**src/rtl/fifo_pkg.sv**
```systemverilog
// Shared async-FIFO helpers: Gray/binary pointer conversions and sync depth default.
// Latency: combinational functions only.
// Backpressure: none, package holds no state.
package fifo_pkg;

    localparam int SYNC_STG_DEF = 2;

    // Gray encode; upper unused bits are zero so any narrower pointer can be zero-extended in.
    function automatic logic [31:0] bin2gray(input logic [31:0] b);
        return b ^ (b >> 1);
    endfunction

    // Gray decode as an XOR prefix running down from the MSB.
    function automatic logic [31:0] gray2bin(input logic [31:0] g);
        logic [31:0] b;
        b[31] = g[31];
        for (int i = 30; i >= 0; i--) begin
            b[i] = b[i+1] ^ g[i];
        end
        return b;
    endfunction

endpackage

```
**src/rtl/fifo_gray_sync.sv**
```systemverilog
// Multi-flop synchroniser for a Gray-coded pointer crossing into this clock domain.
// Latency: STAGES clk edges from d to q.
// Backpressure: none; samples d every cycle, no logic ahead of the first flop.
module fifo_gray_sync
    import fifo_pkg::*;
#(
    parameter int WIDTH  = 11,
    parameter int STAGES = SYNC_STG_DEF
) (
    input  logic             clk,
    input  logic             rst_n,
    input  logic [WIDTH-1:0] d,
    output logic [WIDTH-1:0] q
);

    logic [WIDTH-1:0] stg [STAGES];

    // Shift chain; only one bit of a Gray pointer moves per step, so any sample is a valid code.
    always_ff @(posedge clk) begin
        if (!rst_n) begin
            for (int i = 0; i < STAGES; i++) begin
                stg[i] <= '0;
            end
        end else begin
            stg[0] <= d;
            for (int i = 1; i < STAGES; i++) begin
                stg[i] <= stg[i-1];
            end
        end
    end

    assign q = stg[STAGES-1];

endmodule

```
**src/rtl/fifo_wfull_gen.sv**
```systemverilog
// Write-domain status: wrap-extended Gray write pointer, synchronised read pointer, full/afull/level.
// Latency: status registered on the edge that latches the write; read-pointer release after SYNC_STG+1 edges.
// Backpressure: wr_full blocks wr_allow upstream from the cycle after the last free slot is written.
module fifo_wfull_gen
    import fifo_pkg::*;
#(
    parameter int          ABITS     = 10,
    parameter int unsigned AFULL_LVL = (1 << ABITS) - 4,
    parameter int          SYNC_STG  = SYNC_STG_DEF
) (
    input  logic             wrclk,
    input  logic             rst_n,
    input  logic             wr_allow,
    input  logic [ABITS-1:0] wr_bin_ptr,
    input  logic [ABITS:0]   rd_gray_ptr,
    output logic [ABITS:0]   wr_gray_ptr,
    output logic             wr_full,
    output logic             wr_afull,
    output logic [ABITS:0]   wr_level
);

    localparam int PW = ABITS + 1;

    logic          wrap_r;
    logic [PW-1:0] wptr;
    logic [PW-1:0] wptr_next;
    logic [PW-1:0] gnext;
    logic [PW-1:0] rq;
    logic [PW-1:0] rbin;
    logic [PW-1:0] full_cmp;
    logic [PW-1:0] diff;

    fifo_gray_sync #(
        .WIDTH  (PW),
        .STAGES (SYNC_STG)
    ) u_rsync (
        .clk   (wrclk),
        .rst_n (rst_n),
        .d     (rd_gray_ptr),
        .q     (rq)
    );

    assign wptr      = {wrap_r, wr_bin_ptr};
    assign wptr_next = wptr + PW'(wr_allow);
    assign gnext     = PW'(bin2gray(32'(wptr_next)));
    assign rbin      = PW'(gray2bin(32'(rq)));
    // Full when the write pointer is exactly one lap ahead: top two Gray bits inverted, rest equal.
    assign full_cmp  = {~rq[ABITS:ABITS-1], rq[ABITS-2:0]};
    // Read side is seen late through the synchroniser, so this count only ever over-reports.
    assign diff      = wptr_next - rbin;

    // Status registers computed from the post-write pointer so full asserts on the filling edge.
    always_ff @(posedge wrclk) begin
        if (!rst_n) begin
            wrap_r      <= 1'b0;
            wr_gray_ptr <= '0;
            wr_full     <= 1'b0;
            wr_afull    <= 1'b0;
            wr_level    <= '0;
        end else begin
            wrap_r      <= wptr_next[ABITS];
            wr_gray_ptr <= gnext;
            wr_full     <= (gnext == full_cmp);
            wr_afull    <= (32'(diff) >= AFULL_LVL);
            wr_level    <= diff;
        end
    end

endmodule
```
**config.mk**
```make
export PLATFORM = sky130hd
export DESIGN_NAME = fifo_wfull_gen
export DESIGN_NICKNAME = d
export VERILOG_FILES = /design/src/rtl/fifo_pkg.sv /design/src/rtl/fifo_gray_sync.sv /design/src/rtl/fifo_wfull_gen.sv
export SDC_FILE = /design/constraint.sdc
export NUM_CORES = 1
export LEC_CHECK = 0
export BUFFER_PORTS_ARGS = -buffer_cell sky130_fd_sc_hd__buf_2
export CAP_MARGIN = 20
export CORE_UTILIZATION = 38
export DETAILED_ROUTE_END_ITERATION = 16
export GPL_TIMING_DRIVEN = 0
export PLACE_DENSITY = 0.62
export SLEW_MARGIN = 0
export SYNTH_ARGS = -nofsm -noshare
export SYNTH_HDL_FRONTEND = slang
export SYNTH_HIERARCHICAL = 1
export SYNTH_SLANG_ARGS = --single-unit
```
**constraint.sdc**
```tcl
create_clock -name wrclk -period 5.2 [get_ports wrclk]
set_clock_uncertainty 0.1 [all_clocks]
set_input_delay 0.52 -clock wrclk [delete_from_list [all_inputs] [get_ports wrclk]]
set_output_delay 0.52 -clock wrclk [all_outputs]
set_load 0.005 [all_outputs]
```
; ---- After elaboration in Yosys (flattened, before gate mapping)
; Memory sizes are Yosys's and may differ from the RTL's.
; Index checks and enable logic that the tools add are counted.
[totals]
register_bits = 25
ram_bits = 22
input_bits = 24
out_inout_bits = 24
word_cells = 28
mem_count = 1
[memory_table]
columns = name, depth, width, rd, rd_clocked_by_memory_dff, write_ports, line_no
row1 = u_rsync.stg, 2, 11, 2, 0, 2, fifo_gray_sync.sv:16  ; logic [WIDTH-1:0] stg [STAGES];
[classes]
add_sub_neg = 2
n_lt_le_gt_ge = 1
n_eq_ne = 1
n_mux = 4
bitwise_logic = 14
[ops]
columns = op, count
row1 = two-way mux 11 bit, 2
row2 = adder 11 x 1 -> 11 bit, 1
row3 = == test 11 bit, 1
row4 = "greater-or-equal comparator 11 x 10 -> 1 bit, second input constant", 1
row5 = subtractor 11 bit, 1
row6 = bitwise XOR 11 x 10 -> 11 bit, 1
row7 = bitwise XOR 1 bit, 10
row8 = two-way mux 1 bit, 2
row9 = inverter 2 bit, 1
row10 = OR 1 bit, 2

; ---- Logic depth before layout (Yosys ltp)
[depth]
word_depth = 12
mapped_depth = 19
mapped_depth_nobuf = 17

; ---- Modules after synthesis
; The synthesis kept the hierarchy.
[by_module_without_submodules]
columns = module, instances, cells_each, area_each_um2, seq_area_each_um2
row1 = fifo_wfull_gen, 1, 211, 1823.0, 480.5
row2 = fifo_gray_sync, 1, 57, 703.2, 440.4

; ---- Worst setup path after synthesis
; No wires, ideal clock.
[synth_timing]
path_type = reg-to-reg
start = memory u_rsync.stg[1][9] (netlist: u_rsync/stg[0][20])
end = register wr_afull
setup_time_ps = 87
arrival_ps = 3832
required_time_ps = 5013
path_slack_ps = 1181
path_stages_with_launch = 20
path_buffers = 2
period_less_slack_ps = 4019
path_cell_list = dfxtp_1 > buf_4 > buf_2 > xnor3_2 > xor2_2 > xor2_2 > xor2_2 > xor3_2 > xor2_4 > xnor2_1 > ha_1 > inv_1 > fa_1 > a21o_1 > a21oi_1 > o21ai_0 > a21oi_1 > xnor2_1 > nand4_1 > o31ai_1
[synth_lines]
columns = element, line_no
row1 = "start, declared", fifo_gray_sync.sv:16
row2 = "end signal, assigned", fifo_wfull_gen.sv:64  ; wr_afull <= (32'(diff) >= AFULL_LVL);
row3 = "end, declared", fifo_wfull_gen.sv:18  ; output logic wr_afull,

==> impl_metrics.toml <==
[status]
status = "completed"

[clock_tree]
path_clk_slew_ps = 90
cts_hold_buf = 0
clock-sinks = 46
cts_tree = "done"
cts-root-buf = "clkbuf_8"
cts.htree.levels = 2
cts_max_path_buffers = 2
ctsResizeCount = 0
numCtsBuffers = 5
post_cts_buffers = 0
worstSkewPairLatency_ps = 290

[synthesis]
synth_top_area_cell = "dfxtp_1"
synth_top_area_share_pct = 36.5
synth_most_common_cell = "dfxtp_1"
yosys_warnings = 6
ys_seq_area_share_pct = 36.5
mappedNetlistArea_um2 = 2530
ys_types = 44
synthCells = 268
ys_seq_elements = 46
synth_fp_nets = 305
yosys-top-cells-count = "dfxtp_1, xnor2_1, and2_1"
netlist_top_cells_area = "dfxtp_1, xnor2_1, xor2_1"
avgSynthCellArea_um2 = 9.43
synth_edf_count = 0
async_reset_ff_share_pct = 0
synth_flop_cell = "dfxtp_1"

[placement]
numPortBuffers = 45
dp_hpwl_um = 3430
placed_area_um2 = 2850
gp_congestion = 0.856
dp_slack_ps = 831
place_inst = 390

[worst_setup_path]
worstSetupStartpointType = "flop"
cp_data_required_time_ps = 5320
crit_slowest_cell = "xnor3_2"
crit_family = "XOR/XNOR gates"
endpoint_kind = "flop"
path_max_fanout = 4
r2r-start = "u_rsync/stg[0][20]"
startpoint = "u_rsync/stg[0][20]"
cp_cell_sequence = "buf_4 > buf_2 > xnor3_2 > xor2_2 > xor2_2 > xor2_2 > xor3_2 > xor2_4 > xnor2_1 > ha_1 > inv_1 > fa_1 > a21o_1 > a21oi_1 > o21ai_0 > a21oi_1 > xnor2_1 > nand4_1 > o31ai_1"
critical-path-max-stage-delay_ps = 410
cp.arrival_ps = 4470
worst_path_most_repeated_cell = "xor2_2"
path_buf_inv = 3
criticalPathCategory = "reg -> reg"

[floorplanning]
core_region_area_um2 = 6390
die_y_um = 83.5
dieArea_um2 = 6980
die_w_um = 83.5
rows = 29
initial_core_util_pct = 39.6
pin_count = 48

[power_and_ir_drop]
clockPowerShare_pct = 30.9
p_sw_share_pct = 27.4
power_frac_seq_pct = 38.6
ir_worst_vdd_mv = 0.176
p_sw_mw = 0.287
intPower_mw = 0.762
pwr-share-comb_pct = 30.5
leakage_nw = 1.37
power.density_nw_per_um2 = 351

[sta]
hold_viol_final = 0
max_freq_ghz = 0.230
setup_tns_ps = 0
fin_crit_ps = 4350
setup_viol = 0
fin_ws_ps = 848
finalCritPeriodShare_pct = 83.7
relSlewSlack_pct = 64.4
rsz0062_at_grt = "false"
final-max-slew-violation-count = 0
worst_pin_slew_ps = 532

[cells_and_area]
stdcell_count = 398
drive_above_1_share_pct = 28.3
syn2layout_area_growth_pct = 18.4
final_net_count = 357
diodes = 0
stdcell_area_um2 = 2990

[grt]
grt_pass1_vias = 1583
gr-usage-all-layers_pct = 12.8
grt_first_pass_wirelength_um = 7170
antenna_found_initial = 0
grt_remaining_overflow = 0
grt_start_max_net_pins = 15

[route]
viasPerCell = 4.54
totalWireLength_um = 4300
route.detailed.drc = 0
ant_nets = 0
vias = 1808
drt_iter0_markers = 51
post_drt_wl_per_cell_um = 10.8
firstDrtPassIters = 4

[hold_path]
min_from = "rd_gray_ptr[0]"
hold_class = "in -> reg"

[job]
drv_cap = 0
-- worst reg2reg max path, cell delays in order (launching register included) --
cell and delay, ps:
dfxtp_1 300, buf_4 110, buf_2 150, xnor3_2 420
xor2_2 230, xor2_2 220, xor2_2 230, xor3_2 350
xor2_4 190, xnor2_1 160, ha_1 160, inv_1 60
fa_1 400, a21o_1 170, a21oi_1 260, o21ai_0 120
a21oi_1 190, xnor2_1 150, nand4_1 120, o31ai_1 200
-- final cells by class --
class	instances	area, µm²
clock inverters	2	60.1
multi-input cells	187	1410
inverters	12	45.0
well taps	77	96.3
plain buffers	23	151
fillers	637	3400
clock buffers	6	82.6
repair buffers	45	225
flip-flops and latches	46	921
-- logic make-up (layout without fill, tap and decap cells) --
group | count (synthesis) | in the layout | synth area share [%]
AOI/OAI and AO/OA | 34 | 34 | 8.82
xor gates and xnor gates | 49 | 49 | 19.9
adders and majority gates | 13 | 13 | 6.74
buffers and inverters | 35 | 88 | 7.78
DFF | 46 | 46 | 36.5
and+or+nand+nor | 91 | 91 | 20.4
-- through the flow --
step | power [mW] | util, % | hold slack, ps
floorplan | 0.656 | - | 312
global placement | 0.733 | 44.6 | 316
detailed placement | 0.736 | 44.6 | 318
CTS | 1.06 | 46.8 | 315
global route | 1.12 | 46.8 | 320
finish | 1.05 | 46.8 | 327
-- path summary, 6_finish.rpt --
kind / end / slack [ps] / cells after the start
min: u_rsync/stg[0][0] / 330 / 2
max: wr_afull / 850 / 19
max reg2reg: wr_afull / 850 / 19
min reg2reg: u_rsync/stg[0][16] / 340 / 1
-- state kept, by name, indices dropped and copies added, names as in the netlist --
register	flops
u_rsync/stg	22
wr_afull	1
wr_full	1
wr_gray_ptr	11
wr_level	11
-- routing by layer --
metal  part of all wire, %  routed length, µm  vias up  global-route usage (%)
met5                     0                  0        -                       0
met4                  0.93                 40        0                    4.16
met3                   5.4                230        5                    3.66
met2                    47               2040       52                    22.1
met1                    46               1990      777                    15.4
li1                      -                  -      974                       -
-- cell usage in the layout, fill, tap and decap left out, drive strengths merged, types with 2 or more instances in the layout --
cell type  synthesis  layout
a211oi             2       2
a21o               5       5
a21oi              8       8
and2              36      36
and3               3       3
buf               16      61
bufinv             0       2
clkbuf             7      13
dfxtp             46      46
ha                12      12
inv               12      12
nand2             16      16
nand3              5       5
nand4              6       6
nand4b             2       2
nor2              13      13
nor3               3       3
nor4               2       2
o21ai              7       7
o21bai             3       3
or3                2       2
xnor2             24      24
xor2              23      23
-- power by group through the flow --
stage | Combinational (mW) | Clock, mW | Sequential (mW)
2_1_floorplan | 0.234 | 0 | 0.422
3_5_place_dp | 0.323 | 0 | 0.414
6_report | 0.320 | 0.325 | 0.405
3_3_place_gp | 0.319 | 0 | 0.413
4_1_cts | 0.324 | 0.333 | 0.405
5_1_grt | 0.359 | 0.349 | 0.409
No activity file was read; power rests on OpenSTA's default activity.
